==> config.mk <==
export PLATFORM = sky130hd
export DESIGN_NAME = simple_err_mem_stream_ctrl_flat
export DESIGN_NICKNAME = d
export VERILOG_FILES = /design/src/rtl/simple_err_mem_stream_ctrl_if.sv /design/src/rtl/simple_err_mem_stream_ctrl.sv /design/src/flat_wrapper.sv
export SDC_FILE = /design/constraint.sdc
export NUM_CORES = 1
export LEC_CHECK = 0
export ABC_CLOCK_PERIOD_IN_PS = 3700
export BUFFER_PORTS_ARGS = -buffer_cell sky130_fd_sc_hd__clkbuf_2
export CAP_MARGIN = 40
export CORE_MARGIN = 3
export CORE_UTILIZATION = 50
export DETAILED_ROUTE_END_ITERATION = 8
export PLACE_DENSITY_LB_ADDON = 0.1
export REMOVE_ABC_BUFFERS = 1
export SETUP_SLACK_MARGIN = 0.2
export SLEW_MARGIN = 20
export SYNTH_ARGS = -nofsm -noshare
export SYNTH_HDL_FRONTEND = slang
export SYNTH_SLANG_ARGS = --single-unit
==> constraint.sdc <==
create_clock -name clk -period 3.7 [get_ports clk]
set_input_delay 0.185 -clock clk [delete_from_list [all_inputs] [get_ports clk]]
set_output_delay 0.185 -clock clk [all_outputs]
set_load 0.05 [all_outputs]
==> src/rtl/simple_err_mem_stream_ctrl_if.sv <==
// Stream and single-port memory signals of the FIFO controller.
// The master side is the controller. The slave side is the environment: upstream, downstream and memory.
interface simple_err_mem_stream_ctrl_if #(
  parameter int WIDTH  = 32,
  parameter int ADDR_W = 6
);
  logic              in_valid;
  logic              in_ready;
  logic [WIDTH-1:0]  in_data;
  logic              out_valid;
  logic              out_ready;
  logic [WIDTH-1:0]  out_data;
  logic [ADDR_W-1:0] mem_addr;
  logic              mem_wr_en;
  logic              mem_rd_en;
  logic [WIDTH-1:0]  mem_wr_data;
  logic [WIDTH-1:0]  mem_rd_data;

  modport master (
    input  in_valid, in_data, out_ready, mem_rd_data,
    output in_ready, out_valid, out_data, mem_addr, mem_wr_en, mem_rd_en, mem_wr_data
  );

  modport slave (
    output in_valid, in_data, out_ready, mem_rd_data,
    input  in_ready, out_valid, out_data, mem_addr, mem_wr_en, mem_rd_en, mem_wr_data
  );
endinterface

==> src/rtl/simple_err_mem_stream_ctrl.sv <==
// FIFO controller that uses an external single-port memory as storage.
// A 2-entry output buffer absorbs the memory's 1-cycle read latency.
module simple_err_mem_stream_ctrl #(
  parameter int WIDTH  = 32,
  parameter int ADDR_W = 6,
  parameter int DEPTH  = 64   // must equal 2**ADDR_W
) (
  input  logic                                clk,
  input  logic                                reset,
  simple_err_mem_stream_ctrl_if.master        bus,
  output logic [ADDR_W:0]                     level
);

  localparam int CNT_W = ADDR_W + 1;
  localparam logic [CNT_W-1:0] FULL = CNT_W'(DEPTH);

  logic [ADDR_W-1:0] wr_ptr_q, wr_ptr_d;
  logic [ADDR_W-1:0] rd_ptr_q, rd_ptr_d;
  logic [CNT_W-1:0]  mem_count_q, mem_count_d;
  logic              rd_inflight_q, rd_inflight_d;
  logic [1:0]        obuf_cnt_q, obuf_cnt_d;
  logic [WIDTH-1:0]  obuf_q [2];
  logic [WIDTH-1:0]  obuf_d [2];

  logic       pop;
  logic       push;
  logic       rd_go;
  logic       wr_go;
  logic [2:0] obuf_demand;
  logic [1:0] tail;

  // Port arbitration: a read wins whenever the output buffer has room for its return.
  always_comb begin
    pop         = reset && (obuf_cnt_q != 2'd0) && bus.out_ready;
    push        = rd_inflight_q;
    obuf_demand = {1'b0, obuf_cnt_q} + {2'b00, rd_inflight_q};
    rd_go       = reset && (mem_count_q != '0) && (obuf_demand < (3'd2 + {2'b00, pop}));
    wr_go       = reset && !rd_go && (mem_count_q < FULL) && bus.in_valid;
  end

  assign bus.in_ready    = reset && !rd_go && (mem_count_q < FULL);
  assign bus.out_valid   = reset && (obuf_cnt_q != 2'd0);
  assign bus.out_data    = obuf_q[0];
  assign bus.mem_rd_en   = rd_go;
  assign bus.mem_wr_en   = wr_go;
  assign bus.mem_wr_data = bus.in_data;
  assign bus.mem_addr    = !reset ? '0 : (rd_go ? rd_ptr_q : wr_ptr_q);

  assign level = reset ? (mem_count_q + CNT_W'(rd_inflight_q) + CNT_W'(obuf_cnt_q)) : '0;

  always_comb begin
    // NOTE: every output of this block gets a default first, so no path leaves a value held (no latch).
    wr_ptr_d      = wr_ptr_q;
    rd_ptr_d      = rd_ptr_q;
    mem_count_d   = mem_count_q;
    rd_inflight_d = rd_go;
    obuf_cnt_d    = obuf_cnt_q - {1'b0, pop} + {1'b0, push};
    obuf_d        = obuf_q;
    tail          = obuf_cnt_q - {1'b0, pop};

    if (wr_go) begin
      wr_ptr_d    = wr_ptr_q + 1'b1;
      mem_count_d = mem_count_q + 1'b1;
    end
    if (rd_go) begin
      rd_ptr_d    = rd_ptr_q + 1'b1;
      mem_count_d = mem_count_q - 1'b1;
    end

    // Pop shifts the head out first; a returning read then lands behind whatever remains.
    if (pop) begin
      obuf_d[0] = obuf_q[1];
    end
    if (push) begin
      obuf_d[tail[0]] = bus.mem_rd_data;
    end
  end

  // NOTE: state registers use <= so every flop samples pre-edge values regardless of block order.
  always_ff @(posedge clk) begin
    if (!reset) begin
      wr_ptr_q      <= '0;
      rd_ptr_q      <= '0;
      mem_count_q   <= '0;
      rd_inflight_q <= 1'b0;
      obuf_cnt_q    <= 2'd0;
    end else begin
      wr_ptr_q      <= wr_ptr_d;
      rd_ptr_q      <= rd_ptr_d;
      mem_count_q   <= mem_count_d;
      rd_inflight_q <= rd_inflight_d;
      obuf_cnt_q    <= obuf_cnt_d;
    end
  end

  // NOTE: buffer storage is not reset; obuf_cnt_q alone decides which entries are meaningful.
  always_ff @(posedge clk) begin
    obuf_q <= obuf_d;
  end

endmodule

==> src/flat_wrapper.sv <==
// flat-port wrapper written by rule: the top's interface ports become plain ports
module simple_err_mem_stream_ctrl_flat 
#(
  parameter int WIDTH  = 32,
  parameter int ADDR_W = 6,
  parameter int DEPTH  = 64                          
)
  (clk, reset, level, bus_in_valid, bus_in_data, bus_out_ready, bus_mem_rd_data, bus_in_ready, bus_out_valid, bus_out_data, bus_mem_addr, bus_mem_wr_en, bus_mem_rd_en, bus_mem_wr_data);
  simple_err_mem_stream_ctrl_if #(.WIDTH(WIDTH), .ADDR_W(ADDR_W)) bus_i ();
  input  logic clk;
  input  logic reset;
  output logic [ADDR_W:0] level;
  input wire logic [$bits(bus_i.in_valid)-1:0] bus_in_valid;
  input wire logic [$bits(bus_i.in_data)-1:0] bus_in_data;
  input wire logic [$bits(bus_i.out_ready)-1:0] bus_out_ready;
  input wire logic [$bits(bus_i.mem_rd_data)-1:0] bus_mem_rd_data;
  output wire logic [$bits(bus_i.in_ready)-1:0] bus_in_ready;
  output wire logic [$bits(bus_i.out_valid)-1:0] bus_out_valid;
  output wire logic [$bits(bus_i.out_data)-1:0] bus_out_data;
  output wire logic [$bits(bus_i.mem_addr)-1:0] bus_mem_addr;
  output wire logic [$bits(bus_i.mem_wr_en)-1:0] bus_mem_wr_en;
  output wire logic [$bits(bus_i.mem_rd_en)-1:0] bus_mem_rd_en;
  output wire logic [$bits(bus_i.mem_wr_data)-1:0] bus_mem_wr_data;
  assign bus_i.in_valid = bus_in_valid;
  assign bus_i.in_data = bus_in_data;
  assign bus_i.out_ready = bus_out_ready;
  assign bus_i.mem_rd_data = bus_mem_rd_data;
  assign bus_in_ready = bus_i.in_ready;
  assign bus_out_valid = bus_i.out_valid;
  assign bus_out_data = bus_i.out_data;
  assign bus_mem_addr = bus_i.mem_addr;
  assign bus_mem_wr_en = bus_i.mem_wr_en;
  assign bus_mem_rd_en = bus_i.mem_rd_en;
  assign bus_mem_wr_data = bus_i.mem_wr_data;
  simple_err_mem_stream_ctrl #(.WIDTH(WIDTH), .ADDR_W(ADDR_W), .DEPTH(DEPTH)) u_core (.clk(clk), .reset(reset), .bus(bus_i), .level(level));
endmodule
; ---- Word-level counts from Yosys, hierarchy flattened
; Index checks and enable logic that the tools add are counted.
[word_totals]
word_cells = 44
ff_bits = 86
inputBits = 68
[op_classes]
bitwise = 1
reduce_logical = 12
muxes = 10
add_sub_neg = 10
order_cmp = 4
[op_table]
columns = cell, count
row1 = $bwmux W64, 1
row2 = $mux W32, 2
row3 = $mux W64, 1
row4 = $demux W32 S1, 1
row5 = $mux W7, 3
row6 = $add A6 B1 Y6 const B, 2
row7 = $mux W6, 2
row8 = $logic_and A1 B1 Y1, 8
row9 = $add A7 B1 Y7, 1
row10 = $add A7 B1 Y7 const B, 1
row11 = $add A7 B2 Y7, 1
row12 = $lt A7 B7 Y1 const B, 1
row13 = $reduce_bool A7 Y1, 1
row14 = $sub A7 B1 Y7 const B, 1
row15 = $reduce_bool A2 Y1, 2
row16 = $add A2 B1 Y3, 1
row17 = $add A2 B1 Y3 const A, 1
row18 = $lt A3 B3 Y1, 1
row19 = $add A2 B1 Y2, 1
row20 = $ge A2 B2 Y1 const B, 1
row21 = $lt A2 B1 Y1 const B, 1
row22 = $not A1 Y2, 1
row23 = $sub A2 B1 Y2, 1
row24 = $logic_not A1 Y1, 1

; ---- Longest topological paths before layout
[logic_depth]
depth_word = 12
mapped_depth = 15
mapped_depth_nobuf = 12

; ---- Worst setup path before layout
; No wires, ideal clock.
[synth_timing]
path_type = reg-to-reg
startpoint = register u_core.rd_inflight_q (netlist: u_core.push)
endpoint = register u_core.mem_count_q[5]
path_buffers = 2
path_stages_with_launch = 15
path_slack_ns = 0.315
required_time_ns = 3.630
arrival_time_ns = 3.314
period_less_slack_ns = 3.385
cell_sequence = dfxtp_1 -> ha_1 -> ha_1 -> a21oi_2 -> and2_4 -> buf_6 -> buf_2 -> nand2_1 -> inv_1 -> ha_1 -> a211oi_1 -> nor2_1 -> or4_1 -> a41o_1 -> a21oi_1
[synth_via]
elab_chain_cells = 8
[synth_rtl]
columns = item, line
row1 = start: declaration, simple_err_mem_stream_ctrl.sv:20  ; logic rd_inflight_q, rd_inflight_d;
row2 = start signal: assignment, simple_err_mem_stream_ctrl.sv:91  ; rd_inflight_q <= rd_inflight_d;
row3 = $add A2 B1 Y3 *, simple_err_mem_stream_ctrl.sv:36  ; obuf_demand = {1'b0, obuf_cnt_q} + {2'b00, rd_inflight_q};
row4 = $lt A3 B3 Y1 *, simple_err_mem_stream_ctrl.sv:37  ; rd_go = reset && (mem_count_q != '0) && (obuf_demand < (3'd2 + {2'b00, pop}));
row5 = $logic_and A1 B1 Y1 *, simple_err_mem_stream_ctrl.sv:37
row6 = via bus_mem_rd_en, flat_wrapper.sv:22  ; output wire logic [$bits(bus_i.mem_rd_en)-1:0] bus_mem_rd_en;
row7 = $logic_not A1 Y1, simple_err_mem_stream_ctrl.sv:38  ; wr_go = reset && !rd_go && (mem_count_q < FULL) && bus.in_valid;
row8 = $logic_and A1 B1 Y1 (3 in series), simple_err_mem_stream_ctrl.sv:38
row9 = $reduce_bool A2 Y1 (no line), --
row10 = end signal: assignment, simple_err_mem_stream_ctrl.sv:90  ; mem_count_q <= mem_count_d;
row11 = end: declaration, simple_err_mem_stream_ctrl.sv:19  ; logic [CNT_W-1:0] mem_count_q, mem_count_d;
; Mark *: on every way through the listed nets, which the timed path passes. The rest lies on a longest branch.
; A chain may end at the register's enable or synchronous reset.

; ---- Worst setup path in the final report
[layout_timing]
startpoint = register u_core.obuf_cnt_q[0]
endpoint = register u_core.mem_count_q[6]
[layout_via]
elab_chain_cells = 11
[layout_rtl]
columns = item, line
row1 = start: declaration, simple_err_mem_stream_ctrl.sv:21  ; logic [1:0] obuf_cnt_q, obuf_cnt_d;
row2 = start signal: assignment, simple_err_mem_stream_ctrl.sv:92  ; obuf_cnt_q <= obuf_cnt_d;
row3 = $reduce_bool A2 Y1, simple_err_mem_stream_ctrl.sv:34  ; pop = reset && (obuf_cnt_q != 2'd0) && bus.out_ready;
row4 = $logic_and A1 B1 Y1 (2 in series), simple_err_mem_stream_ctrl.sv:34
row5 = $add A2 B1 Y3, simple_err_mem_stream_ctrl.sv:37
row6 = $lt A3 B3 Y1 *, simple_err_mem_stream_ctrl.sv:37
row7 = $logic_and A1 B1 Y1 *, simple_err_mem_stream_ctrl.sv:37
row8 = $logic_not A1 Y1, simple_err_mem_stream_ctrl.sv:38
row9 = $logic_and A1 B1 Y1 (3 in series), simple_err_mem_stream_ctrl.sv:38
row10 = $reduce_bool A2 Y1 (no line), --
; Mark *: on every way between the ends. The rest lies on a longest branch, timed or not.

==> out/metrics.csv <==
metric;value;unit
crit_path_max_fanout;16;
final_nets;527;
grt_pass1_wl;14.2;mm
synth_cells;425;
cts.sinks;86;
grt.total_usage;0.185;
clock_latency;350;ps
design.portCount;149;
num_rows;33;
synth-edff-count;32;
die_w;98.3;µm
r2r_start;u_core.obuf_cnt_q[0]$_SDFF_PN0_;
synth-main-ff-cell;dfxtp_1;
ys_types;38;
status;finished clean;
ys_ff_latch;86;
grt_pass1_vias;2791;
wire_per_inst;15.9;µm
min_period;3150;ps
setup_viol;0;
antenna_found_initial;0;
start_util;0.515;
core-area;8260;µm²
num_antenna_cells;0;
drive_gt1_frac;0.252;
vias;2861;
port_buffers;84;
maxSlewViolCount;0;
tritoncts;yes;
seq_area_frac_synth;0.480;
max_cap_viol_count;0;
synth_most_common_cell;buf_4;
area_growth;6.53;%
synthTopCellsByCount;buf_4 (65), nand2_1 (58), dfxtp_1 (54), o21ai_0 (36), mux2i_1 (35);
dp_slack;479;ps
grt_start_max_net_pins;65;
ff2ff_path_depth;12;
dr.pass1.iters;4;
ys_top_cells_by_area;dfxtp_1 (25%), edfxtp_1 (23%), buf_4 (11%);
cts_made_buffers;9;
drtAntennaViolNets;0;
syn_area_per_cell;10.0;µm²
rsz0062_at_grt;false;
yosys.area.top_type;dfxtp_1;
end_kind;register;
hpwl;6.17;mm
gp_congestion;0.820;
synthArstFlopShare;0;
p_leak;2.06;nW
hold_start;bus_mem_rd_data[29];
setup_slack;547;ps
hold_path_class;in2reg;
cts.clk_slew.worst_paths;100;ps
synth_top_area_frac;0.254;
skew;9.77;ps
worst-setup-path-type;reg2reg;
fin_crit_sh;0.852;
required;3980;ps
worst_pin_slew;588;ps
fmax;317;MHz
crit_path_start_kind;register;
overflow;0;
syn_area;4260;µm²
ir_worst_vdd;0.000450;V
cp.arrival;3430;ps
drt_iter0_drc;63;
finalPower;4.61;mW
die-area;9650;µm²
clockRootBuffer;clkbuf_8;
report.final.hold_viol_count;0;
die_h;98.3;µm
finalWirelength;8.79;mm
hold_ws;22.4;ps
post_cts.repair.setup_buffers;0;
drc_errors;0;
ys_warn_count;0;
viasPerCell;5.16;
max_slew_margin;0.608;
cts-htree-levels;3;
hold_path_depth;1;
reg2reg_to;u_core.mem_count_q[6]$_SDFFE_PN0P_;
clockBufferDepth;2;
power_density;1020;nW/µm²
r2r_slack;550;ps
[cell type report]
type | instances | area [µm²]
Fill cell | 769 | 3720
Sequential cell | 86 | 2040
Multi-Input combinational cell | 247 | 1620
Timing Repair Buffer | 89 | 468
Tap cell | 105 | 131
Clock buffer | 9 | 124
Clock inverter | 7 | 103
Inverter | 11 | 41.3
[through the flow]
step / cell area, µm² / setup TNS, ps / cells / utilization
3_5_place_dp: 4290 / 0 / 537 / 0.519
6_report: 4530 / 0 / 554 / 0.549
5_1_grt: 4530 / 0 / 554 / 0.549
2_1_floorplan: 3690 / -759 / 344 / -
4_1_cts: 4520 / 0 / 553 / 0.547
3_3_place_gp: 4270 / 0 / 536 / 0.518
[report_power, final]
group,internal [mW],switching [mW]
clock network,0.391,0.351
logic,0.687,1.67
registers,1.32,0.194
total,2.40,2.22
[layout by cell type, fill, tap and decap left out, types with 2 or more instances in the layout]
cell type,synthesis,routed
nand2_1,58,58
xnor2_1,11,11
bufinv_16,0,2
a21oi_1,16,16
mux2i_1,35,35
nand3_1,7,7
nor3_1,4,4
clkbuf_8,0,9
nand2b_1,3,3
nand4_1,2,2
xor2_1,4,4
or3_1,4,4
inv_1,11,11
nor2_1,20,20
and2_1,4,3
ha_1,12,11
inv_6,0,3
buf_4,65,3
edfxtp_1,32,32
fa_1,3,3
nor2b_1,5,5
dfxtp_1,54,54
and3_1,2,2
clkbuf_2,0,84
o21ai_0,36,36
a31oi_1,2,2
a211oi_1,6,6
[layer usage]
metal  up-vias  share of wire  track usage
met5         -              0       0.0205
li1       1420              -            -
met2       108           0.41        0.253
met1      1323           0.48        0.258
met4         0          0.013       0.0609
met3        10          0.095       0.0871
[worst max path at each step]
stage | end | depth (start not counted) | from
floorplan | u_core.mem_count_q[5]$_SDFFE_PN0P_ | 11 | u_core.obuf_cnt_q[0]$_SDFF_PN0_
global placement | u_core.mem_count_q[5]$_SDFFE_PN0P_ | 12 | u_core.obuf_cnt_q[0]$_SDFF_PN0_
detailed placement | u_core.mem_count_q[6]$_SDFFE_PN0P_ | 12 | u_core.obuf_cnt_q[0]$_SDFF_PN0_
CTS | u_core.mem_count_q[6]$_SDFFE_PN0P_ | 12 | u_core.obuf_cnt_q[0]$_SDFF_PN0_
global route | u_core.mem_count_q[6]$_SDFFE_PN0P_ | 12 | u_core.obuf_cnt_q[0]$_SDFF_PN0_
finish | u_core.mem_count_q[6]$_SDFFE_PN0P_ | 12 | u_core.obuf_cnt_q[0]$_SDFF_PN0_
[logic make-up after synthesis]
| family | Yosys count | share of synthesized area |
|---|---|---|
| xor+xnor | 15 | 0.0309 |
| buf+inv | 92 | 0.143 |
| compound gates | 69 | 0.0950 |
| mux | 35 | 0.0823 |
| simple gates | 113 | 0.119 |
| flops | 86 | 0.480 |
| fa+ha+maj | 15 | 0.0494 |
[repair_timing]
action | CTS | global route
endpoints found under the hold margin | 0 | 1
setup endpoints to repair | 0 | 1
resized for setup | 0 | 1
hold buffers | 0 | 1
[worst max-delay path, cell delays in order (launching register included)]
cell and delay [ps]:
dfxtp_1 390, ha_1 210, ha_1 210, a21oi_4 250, and2_4 310, nand2_1 140, inv_1 220, ha_1 300
nor2b_1 170, o31ai_1 270, a21oi_1 150, or3_1 320, a31oi_1 150
No activity file was read; power rests on OpenSTA's default activity.
